### src/rtl/sa_step_controller.sv
// Job sequencer for the systolic array: per tile it runs weight load,
// a fixed-length compute phase and an output drain, then pulses done.
module sa_step_controller #(
    parameter int NUM_STEPS    = 9,
    parameter int LOAD_CYCLES  = 2,
    parameter int DRAIN_CYCLES = 3,
    parameter int TILE_W       = 4
) (
    input  logic              clk,
    input  logic              reset,
    input  logic              start,
    input  logic [TILE_W-1:0] num_tiles,
    input  logic              stall,
    output logic              busy,
    output logic [3:0]        cnt,
    output logic              sa_reg_en,
    output logic              w_load,
    output logic              acc_clr,
    output logic              out_valid,
    output logic [TILE_W-1:0] tile_idx,
    output logic              done
);

    localparam logic [2:0] S_IDLE  = 3'd0;
    localparam logic [2:0] S_LOAD  = 3'd1;
    localparam logic [2:0] S_RUN   = 3'd2;
    localparam logic [2:0] S_DRAIN = 3'd3;
    localparam logic [2:0] S_DONE  = 3'd4;

    localparam int PH_W = 8;

    // Register-enable pattern indexed by step; steps 9..15 stay disabled.
    localparam logic [15:0] PATTERN = 16'h01A5;

    logic [2:0]        state;
    logic [3:0]        cnt_q;
    logic [PH_W-1:0]   phase;
    logic [TILE_W-1:0] tiles;
    logic [TILE_W-1:0] tile_q;

    always_ff @(posedge clk) begin
        if (reset) begin
            state  <= S_IDLE;
            cnt_q  <= '0;
            phase  <= '0;
            tiles  <= '0;
            tile_q <= '0;
        end else begin
            case (state)
                S_IDLE: begin
                    if (start) begin
                        tiles  <= num_tiles;
                        tile_q <= '0;
                        phase  <= '0;
                        cnt_q  <= '0;
                        state  <= (num_tiles == '0) ? S_DONE : S_LOAD;
                    end
                end
                S_LOAD: begin
                    if (!stall) begin
                        if (phase == PH_W'(LOAD_CYCLES - 1)) begin
                            phase <= '0;
                            cnt_q <= '0;
                            state <= S_RUN;
                        end else begin
                            phase <= phase + 1'b1;
                        end
                    end
                end
                S_RUN: begin
                    if (!stall) begin
                        if (cnt_q == 4'(NUM_STEPS - 1)) begin
                            cnt_q <= '0;
                            phase <= '0;
                            state <= S_DRAIN;
                        end else begin
                            cnt_q <= cnt_q + 1'b1;
                        end
                    end
                end
                S_DRAIN: begin
                    if (!stall) begin
                        if (phase == PH_W'(DRAIN_CYCLES - 1)) begin
                            phase <= '0;
                            // tiles is nonzero here, so tiles-1 cannot underflow
                            if (tile_q == tiles - TILE_W'(1)) begin
                                state <= S_DONE;
                            end else begin
                                tile_q <= tile_q + 1'b1;
                                state  <= S_LOAD;
                            end
                        end else begin
                            phase <= phase + 1'b1;
                        end
                    end
                end
                S_DONE: begin
                    state <= S_IDLE;
                end
                default: begin
                    state <= S_IDLE;
                end
            endcase
        end
    end

    always_comb begin
        busy      = 1'b0;
        cnt       = '0;
        sa_reg_en = 1'b0;
        w_load    = 1'b0;
        acc_clr   = 1'b0;
        out_valid = 1'b0;
        done      = 1'b0;
        case (state)
            S_LOAD: begin
                busy   = 1'b1;
                w_load = ~stall;
            end
            S_RUN: begin
                busy      = 1'b1;
                cnt       = cnt_q;
                sa_reg_en = PATTERN[cnt_q] & ~stall;
                acc_clr   = (cnt_q == 4'd0) & ~stall;
            end
            S_DRAIN: begin
                busy      = 1'b1;
                out_valid = ~stall;
            end
            S_DONE: begin
                busy = 1'b1;
                done = 1'b1;
            end
            default: begin
                busy = 1'b0;
            end
        endcase
    end

    assign tile_idx = tile_q;

endmodule

### config.mk
export PLATFORM = sky130hd
export DESIGN_NAME = sa_step_controller
export DESIGN_NICKNAME = d
export VERILOG_FILES = /design/src/rtl/sa_step_controller.sv
export SDC_FILE = /design/constraint.sdc
export NUM_CORES = 1
export LEC_CHECK = 0
export ABC_AREA = 0
export CELL_PAD_IN_SITES_DETAIL_PLACEMENT = 1
export CELL_PAD_IN_SITES_GLOBAL_PLACEMENT = 2
export CORE_MARGIN = 8
export CORE_UTILIZATION = 32
export DETAILED_ROUTE_END_ITERATION = 7
export GPL_TIMING_DRIVEN = 0
export PLACE_DENSITY = 0.89
export SLEW_MARGIN = 10
export SYNTH_ARGS = -nofsm -noshare
export SYNTH_HDL_FRONTEND = slang
export SYNTH_SLANG_ARGS = --single-unit
export TNS_END_PERCENT = 20
### constraint.sdc
create_clock -name clk -period 2.75 [get_ports clk]
set_clock_uncertainty 0.1 [all_clocks]
set_input_delay 0.4125 -clock clk [delete_from_list [all_inputs] [get_ports clk]]
set_output_delay 0.4125 -clock clk [all_outputs]
set_load 0.05 [all_outputs]
[Yosys cells after proc, flatten, opt, wreduce, memory -nomap -nowiden]
Memories as Yosys holds them, arrays and structs flattened. A register that Yosys moved wholly into a read port is not among the register bits.
Cells that the tools add are included.
Widths: inputs -> output; s select.
Word-level totals
  memories: 1
  output and inout port bits: 14
  input port bits: 8
  register bits after elaboration: 23
  memory bits (read-only): 16
  logic and storage cells: 80
Memory list
  (name not given): depth 16, width 1, read ports 1, clocked after Yosys merged registers in 1, write ports 0, line 123  | sa_reg_en = PATTERN[cnt_q] & ~stall;
Operators by class
  reduce and logical (&&, ||, !) cells: 12
  bitwise gates (word level): 3
  equality and inequality tests: 16
  multiplexer cells: 38
  $add $sub $neg: 4
  magnitude comparators: 1
Operators by type and width (number)
  $mux 8: 7
  $mux 4: 11
  $pmux 8 s4: 1
  $mux 3: 9
  $ne 2x2->1 const B: 8
  $pmux 3 s4: 1
  $pmux 4 s3: 1
  $reduce_and 5->1: 2
  $add 4x1->4 const B: 2
  $add 8x1->8 const B: 1
  $eq 8x1->1 const B: 1
  $eq 8x2->1 const B: 1
  $logic_not 4->1: 2
  $pmux 4 s2: 1
  $mux 1: 7
  $reduce_and 7->1: 1
  $eq 3x2->1 const B: 2
  $reduce_and 6->1: 1
  $lt 4x5->1 const B: 1
  $eq 4x4->1: 1
  $eq 4x4->1 const B: 1
  $reduce_bool 4->1: 1
  $reduce_or 4->1: 1
  $sub 4x1->4 const B: 1
  other kinds (8): 9

[Longest topological paths before layout]
  word-level depth: 6
  gate-level depth with buffers: 8
  mapped depth without buffers: 7

[Least setup slack after synthesis]
OpenSTA, ideal clock, no wires.
  kind: reg-to-output
  from: register state[0]
  to: output port acc_clr
  buffers on the path: 2
  data required time: 2237 ps
  arrival: 2441 ps
  cell stages (with the launch flop): 6
  setup slack: -204 ps
  cells stage by stage: dfxtp_1 -> clkdlybuf4s15_2 -> buf_1 -> inv_1 -> nand2_1 -> nor4_1
Between the ends
  word-level cells in the longest chain between the ends: 2
Ends and longest elaborated chain
  from (decl): line 35  | logic [2:0] state;
  from (signal assigned): line 56  | state <= (num_tiles == '0) ? S_DONE : S_LOAD;
  $eq 3x2->1: line 115  | case (state)
  $mux 1: line 115
  to (decl): line 18  | output logic acc_clr,
Every way passes these cells.

[Final worst setup path]
  from: register state[0]
  to: output port sa_reg_en
Between the ends
  word-level cells in the longest chain between the ends: 2
Ends and longest elaborated chain
  $eq 3x2->1: line 115
  $mux 1: line 115
  to (decl): line 16  | output logic sa_reg_en,
Every way passes these cells.

==> flow_metrics.tcl <==
set metrics [dict create \
    first_pass_iters 4 \
    clk_pin_slew_worst_paths_ns 0.09 \
    grt_overflow 0 \
    area_delta_synth_final_pct 23.1 \
    nets 241 \
    p_leak_nw 0.761 \
    synth.avg_cell_area_sq_um 8.16 \
    critPathArrivalTime_ns 2.13 \
    layout-drive-gt1-share_pct 10.2 \
    core_area_sq_mm 0.00501 \
    ir_worst_vdd_v 0.000251 \
    die_w_um 87.4 \
    p_clk_share_pct 29.1 \
    cp_top_family "buffers and inverters" \
    synth_nets 215 \
    fin_crit_ns 2.64 \
    max_clock_freq_mhz 379 \
    antenna_found_initial 0 \
    drc 0 \
    n_fill_cell 623 \
    syn_inst 200 \
    yosys_warnings 0 \
    power_uw 834 \
    clock_path_buffers 2 \
    layout_common_cells "nor2_1 (24), dfxtp_1 (24), inv_1 (13), o21ai_0 (11), clkdlybuf4s50_1 (11)" \
    initial_core_util_pct 32.6 \
    critPathKind "reg2out" \
    crit_chain "clkdlybuf4s15_2 > clkbuf_2 > inv_1 > nand2_1 > nor3b_1 > clkdlybuf4s15_1" \
    status "finished clean" \
    clock_tree.root_cell "clkbuf_8" \
    maxSlewHeadroom_pct 28.5 \
    yosysUniqueCellTypes 53 \
    grt_pass1_wl_um 7570 \
    seq_area_frac_synth_pct 29.4 \
    rsz0062_at_grt "yes" \
    setup-violations-final 0 \
    comb_power_share_pct 26.9 \
    gp_congestion 0.778 \
    n_antenna_cell 0 \
    ctsHtreeMaxLevel 1 \
    maxSlewViolCount 0 \
    hold_path_class "reg2reg" \
    timing.critical_path.buf_inv 4 \
    cpPeakStageDelay_ns 0.52 \
    syn_area_sq_mm 0.00163 \
    drt-initial-drc-count 93 \
    cts_tree "done" \
    start_kind "flip-flop" \
    pwr-share-seq_pct 44.0 \
    swShare_pct 30.9 \
    cp_data_required_time_ns 2.24 \
    placementRows 26 \
    regArea_sq_um 480 \
    drt-total-wl_um 4290 \
    crit_slowest_cell "clkdlybuf4s15_1" \
    hold_buffers 0 \
    grt_pass1_vias 1601 \
    cp_max_fo 10 \
    tritoncts.num_buffers 3 \
    pin_count 22 \
    grt_usage_pct 12.2 \
    io_buffers 21 \
    grt_max_degree 14 \
    stdcell_count 295 \
    internal-power_uw 576 \
    wire_per_inst_um 14.5 \
    ant_nets 0 \
    tightest_slew_ns 1.06 \
    die_area_sq_mm 0.00764 \
    insertion_delay_ns 0.27 \
    power.switching_uw 258 \
    multi_input_area_sq_mm 0.00105 \
    cp-end-kind "output port" \
    vias 1490 \
    hold_viol 0 \
    ys_ff_latch 24 \
    power_density_mw_per_mm2 415 \
    dpl.hpwl_um 3300 \
    cap_violations 0 \
    period_share_pct 95.9 \
    place_inst 291 \
    die_h_um 87.4 \
    via_per_inst 5.05 \
    cts.sinks 24 \
]
[worst register-to-register path: cells and delay by family (launching register included)]
kind / cells / cell delay, ns
flops: 1 / 0.32
buf+inv: 2 / 0.28
simple gates: 1 / 0.20
fa+ha+maj: 1 / 0.17
compound gates: 4 / 1.41
[layout make-up]
cell class | instances | area share, %
plain buffers | 11 | 4.17
clock buffers | 4 | 2.74
inverters | 13 | 2.43
multi-input cells | 152 | 52.0
flip-flops and latches | 24 | 23.9
well taps | 70 | 4.36
repair buffers | 21 | 10.4
[metal layers]
layer,share of wire (%),GRT usage [%]
met1,48,14.3
met2,48,22.1
met3,2.4,2.08
met4,1.0,2.97
met5,0,0
[sequential cells by signal, summed over array words and instances, names as in the netlist, named ones only]
name      cells
tile_idx      4
tiles         4
phase         8
state         3
cnt_q         4
[metrics by stage]
stage          utilization, %  area (sq um)  hold slack (ns)  setup TNS (ns)  setup slack, ns
2_1_floorplan               -          1640            0.379               0            0.111
3_3_place_gp             38.7          1940            0.406          -0.944           -0.210
3_5_place_dp             38.7          1940            0.418          -0.869           -0.197
4_1_cts                  39.6          1980            0.434          -0.245          -0.0986
5_1_grt                  40.1          2010            0.466        -0.00529         -0.00529
6_report                 40.1          2010            0.424               0            0.112
[Yosys cell counts (all sizes together)]
cell           instances  share of area [%]
and3                   6                2.4
buf                    2               0.92
nand3                  4                1.2
a21oi                  9                2.8
a2111o                 2                1.4
dlygate4sd1            1               0.54
a22oi                  1               0.46
clkdlybuf4s15          1               0.69
and2                   3                1.1
or2                    2               0.77
nor3                  10                3.1
nand3b                 1               0.46
a2111oi                2                1.5
mux2i                  4                2.5
nand2                 10                2.3
nor2b                  2               0.77
a311oi                 1               0.54
and2b                  2                1.0
o311a                  2                1.9
inv                   13                3.0
xnor2                  8                4.3
o22ai                  1               0.38
o21a                   2               0.92
xor2                   5                2.7
o311ai                 2                1.5
a41o                   1               0.61
nor4b                  1               0.54
nor2                  24                5.5
nand4                  4                1.5
nor3b                  5                2.6
ha                     7                5.4
mux2                   2                1.4
dfxtp                 24                 29
or3                    2               0.77
a31oi                  2               0.77
or4b                   1               0.61
nor4                   4                1.5
nand2b                 4                1.5
o21ai                 11                3.4
clkbuf                 7                2.9
or4                    4                2.1
a211oi                 1               0.46
[path summary, 6_finish.rpt]
check	to	slack, ns	start	cells past startpoint
max	sa_reg_en	0.11	state[0]$_SDFFE_PP0P_	6
min	phase[0]$_SDFFE_PP0P_	0.42	phase[0]$_SDFFE_PP0P_	2
max reg2reg	state[0]$_SDFFE_PP0P_	0.21	cnt_q[0]$_SDFFE_PP0N_	8
min reg2reg	phase[0]$_SDFFE_PP0P_	0.42	phase[0]$_SDFFE_PP0P_	2
[logic make-up after synthesis]
logic type                 synth area share [%]
buffers and inverters                      8.05
and+or+nand+nor                            29.8
muxes                                      3.83
xor gates and xnor gates                   6.97
AOI/OAI and AO/OA                          16.6
DFF                                        29.4
adders and majority gates                  5.36
[power groups by stage]
stage	registers [mW]	clock network, mW	logic [mW]
global placement	0.376	0	0.222
global route	0.369	0.271	0.249
floorplan	0.374	0	0.163
finish	0.367	0.243	0.224
detailed placement	0.376	0	0.225
CTS	0.368	0.256	0.222
[what timing repair did]
item,CTS,global route
endpoints found under the setup margin,11,10
setup buffers,0,0
cloned,0,0
pin swaps,0,0
gates resized for setup,11,6
Note: power is estimated with default switching activity, not from simulation.
